===== src/rtl/dmac_pkg.sv =====
// Shared helpers for the mchan control-port multiplexer.
// Index width keeps a 1-bit field for the single-port case so structs never collapse to zero width.
package dmac_pkg;

    function automatic int idx_w(input int n);
        return (n > 1) ? $clog2(n) : 1;
    endfunction

endpackage


===== src/rtl/dmac_outstnd_fifo.sv =====
// In-order outstanding-request FIFO: push/pop in one cycle, head visible combinationally (read-first).
// No backpressure of its own; callers must gate push on full and pop on empty.
module dmac_outstnd_fifo #(
    parameter int WIDTH = 8,
    parameter int DEPTH = 4
) (
    input  logic             clk,
    input  logic             rst_n,
    input  logic             push,
    input  logic [WIDTH-1:0] push_dat,
    input  logic             pop,
    output logic [WIDTH-1:0] head,
    output logic             full,
    output logic             empty
);
    localparam int AW = $clog2(DEPTH);

    logic [WIDTH-1:0] mem [DEPTH];
    logic [AW:0]      wr_ptr;
    logic [AW:0]      rd_ptr;

    // Extra wrap bit on each pointer tells full from empty when the indices match.
    assign empty = (wr_ptr == rd_ptr);
    assign full  = (wr_ptr[AW-1:0] == rd_ptr[AW-1:0]) && (wr_ptr[AW] != rd_ptr[AW]);
    assign head  = mem[rd_ptr[AW-1:0]];

    always_ff @(posedge clk or negedge rst_n) begin
        if (!rst_n) begin
            wr_ptr <= '0;
            rd_ptr <= '0;
        end else begin
            if (push && !full)
                wr_ptr <= wr_ptr + 1'b1;
            if (pop && !empty)
                rd_ptr <= rd_ptr + 1'b1;
        end
    end

    always_ff @(posedge clk) begin
        if (push && !full)
            mem[wr_ptr[AW-1:0]] <= push_dat;
    end

endmodule


===== src/rtl/dmac_ctrl_mux.sv =====
// N-to-1 control mux in front of mchan: combinational RR/fixed arbitration, 0-cycle grant and response routing.
// Backpressure: no grants while the outstanding FIFO is full; responses are routed back in grant order.
module dmac_ctrl_mux
    import dmac_pkg::*;
#(
    parameter int NB_CTRLS      = 10,
    parameter int ADDR_WIDTH    = 32,
    parameter int DATA_WIDTH    = 32,
    parameter int PE_ID_WIDTH   = 1,
    parameter int OUTSTND_DEPTH = 4,
    parameter int RR_MODE       = 1
) (
    input  logic                               clk_i,
    input  logic                               rst_ni,
    input  logic [NB_CTRLS-1:0]                ctrl_req_i,
    input  logic [NB_CTRLS*ADDR_WIDTH-1:0]     ctrl_add_i,
    input  logic [NB_CTRLS-1:0]                ctrl_wen_i,
    input  logic [NB_CTRLS*(DATA_WIDTH/8)-1:0] ctrl_be_i,
    input  logic [NB_CTRLS*DATA_WIDTH-1:0]     ctrl_wdata_i,
    input  logic [NB_CTRLS*PE_ID_WIDTH-1:0]    ctrl_id_i,
    output logic [NB_CTRLS-1:0]                ctrl_gnt_o,
    output logic [NB_CTRLS-1:0]                ctrl_r_valid_o,
    output logic [DATA_WIDTH-1:0]              ctrl_r_rdata_o,
    output logic                               ctrl_r_opc_o,
    output logic [PE_ID_WIDTH-1:0]             ctrl_r_id_o,
    output logic                               tgt_req_o,
    output logic [ADDR_WIDTH-1:0]              tgt_add_o,
    output logic                               tgt_wen_o,
    output logic [DATA_WIDTH/8-1:0]            tgt_be_o,
    output logic [DATA_WIDTH-1:0]              tgt_wdata_o,
    output logic [PE_ID_WIDTH-1:0]             tgt_id_o,
    input  logic                               tgt_gnt_i,
    input  logic                               tgt_r_valid_i,
    input  logic [DATA_WIDTH-1:0]              tgt_r_rdata_i,
    input  logic                               tgt_r_opc_i,
    output logic                               busy_o,
    output logic                               err_o
);
    localparam int BE_WIDTH = DATA_WIDTH / 8;
    localparam int IDX_W    = idx_w(NB_CTRLS);

    typedef struct packed {
        logic [IDX_W-1:0]       idx;
        logic [PE_ID_WIDTH-1:0] pe_id;
    } ctrl_outstnd_t;

    logic [IDX_W-1:0] rr_ptr;
    logic [IDX_W-1:0] ptr_nxt;
    logic [IDX_W-1:0] win_lo;
    logic [IDX_W-1:0] win_hi;
    logic [IDX_W-1:0] winner;
    logic             hi_vld;
    logic             fifo_full;
    logic             fifo_empty;
    logic             handshake;
    logic             pop;
    logic             err_q;
    ctrl_outstnd_t    push_ent;
    ctrl_outstnd_t    head_ent;

    // Two lowest-index searches: over ports at/after the pointer, and over all ports for the wrap.
    always_comb begin
        win_lo = '0;
        win_hi = '0;
        hi_vld = 1'b0;
        for (int i = NB_CTRLS - 1; i >= 0; i--) begin
            if (ctrl_req_i[i]) begin
                win_lo = IDX_W'(i);
                if (IDX_W'(i) >= rr_ptr) begin
                    win_hi = IDX_W'(i);
                    hi_vld = 1'b1;
                end
            end
        end
        winner = (RR_MODE != 0 && hi_vld) ? win_hi : win_lo;
    end

    assign ptr_nxt   = (winner == IDX_W'(NB_CTRLS - 1)) ? '0 : winner + 1'b1;
    assign tgt_req_o = (|ctrl_req_i) && !fifo_full;
    assign handshake = tgt_req_o && tgt_gnt_i;
    assign pop       = tgt_r_valid_i && !fifo_empty;

    always_comb begin
        tgt_add_o   = '0;
        tgt_wen_o   = 1'b0;
        tgt_be_o    = '0;
        tgt_wdata_o = '0;
        tgt_id_o    = '0;
        ctrl_gnt_o  = '0;
        for (int i = 0; i < NB_CTRLS; i++) begin
            if (tgt_req_o && winner == IDX_W'(i)) begin
                tgt_add_o     = ctrl_add_i[i*ADDR_WIDTH +: ADDR_WIDTH];
                tgt_wen_o     = ctrl_wen_i[i];
                tgt_be_o      = ctrl_be_i[i*BE_WIDTH +: BE_WIDTH];
                tgt_wdata_o   = ctrl_wdata_i[i*DATA_WIDTH +: DATA_WIDTH];
                tgt_id_o      = ctrl_id_i[i*PE_ID_WIDTH +: PE_ID_WIDTH];
                ctrl_gnt_o[i] = tgt_gnt_i;
            end
        end
    end

    assign push_ent = '{idx: winner, pe_id: tgt_id_o};

    dmac_outstnd_fifo #(
        .WIDTH ($bits(ctrl_outstnd_t)),
        .DEPTH (OUTSTND_DEPTH)
    ) u_outstnd_fifo (
        .clk      (clk_i),
        .rst_n    (rst_ni),
        .push     (handshake),
        .push_dat (push_ent),
        .pop      (pop),
        .head     (head_ent),
        .full     (fifo_full),
        .empty    (fifo_empty)
    );

    always_comb begin
        ctrl_r_valid_o = '0;
        for (int i = 0; i < NB_CTRLS; i++) begin
            if (pop && head_ent.idx == IDX_W'(i))
                ctrl_r_valid_o[i] = 1'b1;
        end
        ctrl_r_id_o    = pop ? head_ent.pe_id : '0;
        ctrl_r_rdata_o = pop ? tgt_r_rdata_i : '0;
        ctrl_r_opc_o   = pop && tgt_r_opc_i;
    end

    always_ff @(posedge clk_i or negedge rst_ni) begin
        if (!rst_ni) begin
            rr_ptr <= '0;
            err_q  <= 1'b0;
        end else begin
            if (handshake && RR_MODE != 0)
                rr_ptr <= ptr_nxt;
            // A response with nothing outstanding is dropped but remembered.
            if (tgt_r_valid_i && fifo_empty)
                err_q <= 1'b1;
        end
    end

    assign busy_o = !fifo_empty;
    assign err_o  = err_q;

endmodule

===== config.mk =====
export PLATFORM = sky130hd
export DESIGN_NAME = dmac_ctrl_mux
export DESIGN_NICKNAME = d
export VERILOG_FILES = /design/src/rtl/dmac_pkg.sv /design/src/rtl/dmac_outstnd_fifo.sv /design/src/rtl/dmac_ctrl_mux.sv
export SDC_FILE = /design/constraint.sdc
export NUM_CORES = 1
export LEC_CHECK = 0
export BUFFER_PORTS_ARGS = -buffer_cell sky130_fd_sc_hd__buf_4
export CAP_MARGIN = 20
export CELL_PAD_IN_SITES_DETAIL_PLACEMENT = 1
export CELL_PAD_IN_SITES_GLOBAL_PLACEMENT = 2
export CORE_AREA = 4 4 343 345
export DETAILED_ROUTE_END_ITERATION = 8
export DIE_AREA = 0 0 347 349
export HOLD_SLACK_MARGIN = 0.12
export PLACE_DENSITY_LB_ADDON = 0.1
export SYNTH_ARGS = -nofsm -noshare
export SYNTH_HDL_FRONTEND = slang
export SYNTH_SLANG_ARGS = --single-unit
export TNS_END_PERCENT = 1

===== constraint.sdc =====
create_clock -name clk_i -period 7.8 [get_ports clk_i]
set_clock_uncertainty 0.2 [all_clocks]
set_input_delay 1.17 -clock clk_i [delete_from_list [all_inputs] [get_ports clk_i]]
set_output_delay 1.17 -clock clk_i [all_outputs]
set_load 0.005 [all_outputs]

==> impl_metrics.py <==
metrics = {
    "global_routing": {
        "grt_pass1_vias": 15700,
        "overflow": 0,
        "grt_usage_pct": 16.6,
        "grt_pass1_wl_mm": 140,
        "antenna_found_initial": 53,
        "grt_max_degree": 142,
    },
    "placement": {
        "io_buffers": 873,
        "gp_congestion": 0.810,
        "dpl.hpwl_mm": 91.0,
        "dp_slack_ps": 765,
        "placed_cells": 3710,
    },
    "power_and_ir_drop": {
        "ir_drop_mv": 0.408,
        "totalPowerFinal_w": 0.00848,
        "power_density_nw_per_um2": 512,
        "cellLeakagePower_nw": 7.53,
    },
    "logic_synthesis": {
        "seq_area_frac_synth_pct": 11.0,
        "ys.warnings.count": 0,
        "syn_area_um2": 7960,
        "async_flop_share_pct": 35.5,
        "synth_area_leaders": "nand2_1 (23%), a21oi_1 (14%), edfxtp_1 (7.5%)",
        "synth_edf_count": 20,
        "synth_cell_types": 66,
        "ys.flop_type": "edfxtp_1",
        "postSynthAreaPerCell_um2": 5.65,
        "synth_most_common_cell": "nand2_1",
        "synthCells": 1409,
        "synth_area_leader_cell": "nand2_1",
        "synth_top_area_share_pct": 22.6,
        "ys_ff_latch": 31,
        "synth_common_cells": "nand2_1 (480), a21oi_1 (221), nor2_1 (92), o21ai_0 (69), clkbuf_1 (66)",
        "synthesis.nets": 2161,
    },
    "cts": {
        "numCtsBuffers": 5,
        "clockRootBuffer": "clkbuf_16",
        "postCtsSetupRepairBufs": 0,
        "ctsHoldBuffers": 0,
        "htreeDepth": 2,
        "cts.sink_count": 31,
        "clockBufferDepth": 2,
        "cts_resized": 0,
        "path_clk_slew_ps": 50,
        "clock_latency_ps": 270,
        "tritoncts": "built",
    },
    "finish": {
        "syn_to_final_growth_pct": 108,
        "fillers": 14000,
        "drive_gt1_share_pct": 43.4,
        "layout.cells.non_filler": 3741,
        "fin_nets": 2960,
    },
    "hold_path": {
        "holdPathStages": 1,
        "hp-class": "flip-flop to flip-flop",
        "hold_start": "err_o",
        "whs_endpoint": "err_o",
    },
    "drt": {
        "postRouteAntennaNets": 0,
        "viasPerCell": 3.82,
        "routedWlPerCell_um": 28.7,
        "drc": 0,
        "vias": 14300,
        "drt_iter0_markers": 587,
        "routed_wl_mm": 107,
        "first_pass_iters": 4,
    },
    "sta": {
        "fmax_mhz": 145,
        "setup_tns_ps": 0,
        "min_period_ps": 6900,
        "rsz0062_at_grt": "false",
        "fin_crit_sh_pct": 88.4,
        "whs_ps": 293,
        "tightestPinTransition_ps": 1140,
        "worst_slack_ps": 905,
        "slew_violations": 0,
        "relSlewSlack_pct": 23.7,
        "finalSetupViolCount": 0,
        "finalHoldViolCount": 0,
    },
    "critical_path": {
        "reg2reg_slack_ps": 3440,
        "path_buf_inv": 6,
        "crit_path_max_fanout": 30,
        "cpMostUsedCell": "buf_4",
        "crit_required_ps": 6430,
        "crit_chain": "buf_4, nor4_1, nand3_1, o31ai_2, clkinv_1, o2bb2ai_4, buf_4, nand2_2, buf_4, a21oi_1, a2111oi_1, buf_4, o21ai_1, buf_4",
        "r2r-start": "rr_ptr[1]",
        "r2r_cells": 10,
        "worstSetupEndpointType": "output pin",
        "crit_arrival_ps": 5530,
        "cp_slowest_stage_delay_ps": 930,
        "crit_slowest_cell": "a2111oi_1",
        "crit_family": "compound AO/OA/AOI/OAI gates",
        "path_class": "input port to output pin",
        "start_kind": "input port",
        "worstReg2RegEnd": "u_outstnd_fifo.mem[3][0]",
    },
    "run_status": {
        "status": "finished, final reports clean",
    },
    "floorplanning": {
        "die-area_um2": 121000,
        "core_area_um2": 114000,
        "die_w_um": 347,
        "die_y_um": 349,
        "start_util_pct": 6.97,
        "core.rowCount": 124,
        "io_pins": 874,
    },
    "flow_run": {
        "drv_cap": 0,
    },
}
worst max-delay path by stage:
stage	startpoint	to	slack (ps)	cells past startpoint
CTS	ctrl_req_i[4]	tgt_add_o[29]	750	14
detailed placement	ctrl_req_i[4]	tgt_add_o[29]	760	14
global route	ctrl_req_i[4]	tgt_add_o[29]	540	14
floorplan	ctrl_req_i[7]	tgt_id_o	3090	11
global placement	ctrl_req_i[4]	tgt_add_o[19]	750	14
finish	ctrl_req_i[4]	tgt_add_o[29]	900	14
logic make-up after synthesis:
family / share of synthesized area, %
AO/OA/AOI/OAI: 40.1
XOR/XNOR: 0.770
adder cells (fa/ha/maj): 0.786
buffers and inverters: 7.53
flip-flops: 11.0
multiplexers: 4.43
AND/OR/NAND/NOR: 35.4
state kept, by name, indices dropped and copies added, names as in the netlist:
| signal | cells |
|---|---|
| u_outstnd_fifo.mem | 20 |
| u_outstnd_fifo.wr_ptr | 3 |
| u_outstnd_fifo.rd_ptr | 3 |
| err_o | 1 |
| rr_ptr | 4 |
power by group:
part           total (W)  switching (W)  internal, W
registers       0.000345      0.0000742     0.000271
logic            0.00792        0.00506      0.00286
clock network   0.000214      0.0000658     0.000149
total            0.00848        0.00520      0.00328
routing by layer:
| metal | vias to the layer above | track usage (%) | wire [µm] |
|---|---|---|---|
| li1 | 6669 | - | - |
| met1 | 6966 | 17.6 | 39000 |
| met2 | 542 | 33.2 | 59200 |
| met3 | 74 | 5.47 | 8200 |
| met4 | 36 | 0.917 | 726 |
| met5 | - | 0 | 237 |
layout make-up:
class,count,area (µm²),share of cell area (%)
inverters,10,45.0,0.272
flip-flops and latches,31,876,5.28
clock inverters,3,38.8,0.234
multi-input cells,1238,6560,39.6
well taps,1512,1890,11.4
repair buffers,922,6990,42.2
clock buffers,5,125,0.755
diodes,20,50.0,0.302
cell usage in the layout, fill, tap and decap left out, drive strengths merged, types with 4 or more instances in the layout:
cell,Yosys,layout
buf,64,920
nand2,483,483
a21oi,221,221
o21ai,132,132
nor2,94,94
a2111oi,51,51
and3,40,40
mux2i,24,24
a22oi,22,22
diode,0,20
edfxtp,20,20
o221ai,17,17
nor3,17,17
nand3,12,12
a22o,12,12
nor4,12,12
dfrtp,11,11
a32o,10,10
inv,9,9
a211oi,8,8
o22ai,7,7
and2,6,6
o32ai,6,6
clkbuf,66,6
o21a,5,5
mux4,5,5
xnor2,5,5
ha,5,5
nor2b,4,4
a21boi,4,4
stage by stage:
step,cell area [µm²],utilization [%]
final,16600,14.5
after floorplan,7960,-
after CTS,16500,14.5
after global placement,16300,14.3
after detailed placement,16300,14.3
after global routing,16500,14.5
worst reg2reg max path: stages, from the launching register on:
cell and delay (ps):
dfrtp_1 520, o21ai_0 400, o21ai_1 330, and3_1 320, a22oi_4 460, buf_4 370
nor2_2 170, buf_4 260, nand2_2 190, o221ai_1 270, o32ai_2 610
Note: power is estimated with default switching activity, not from simulation.
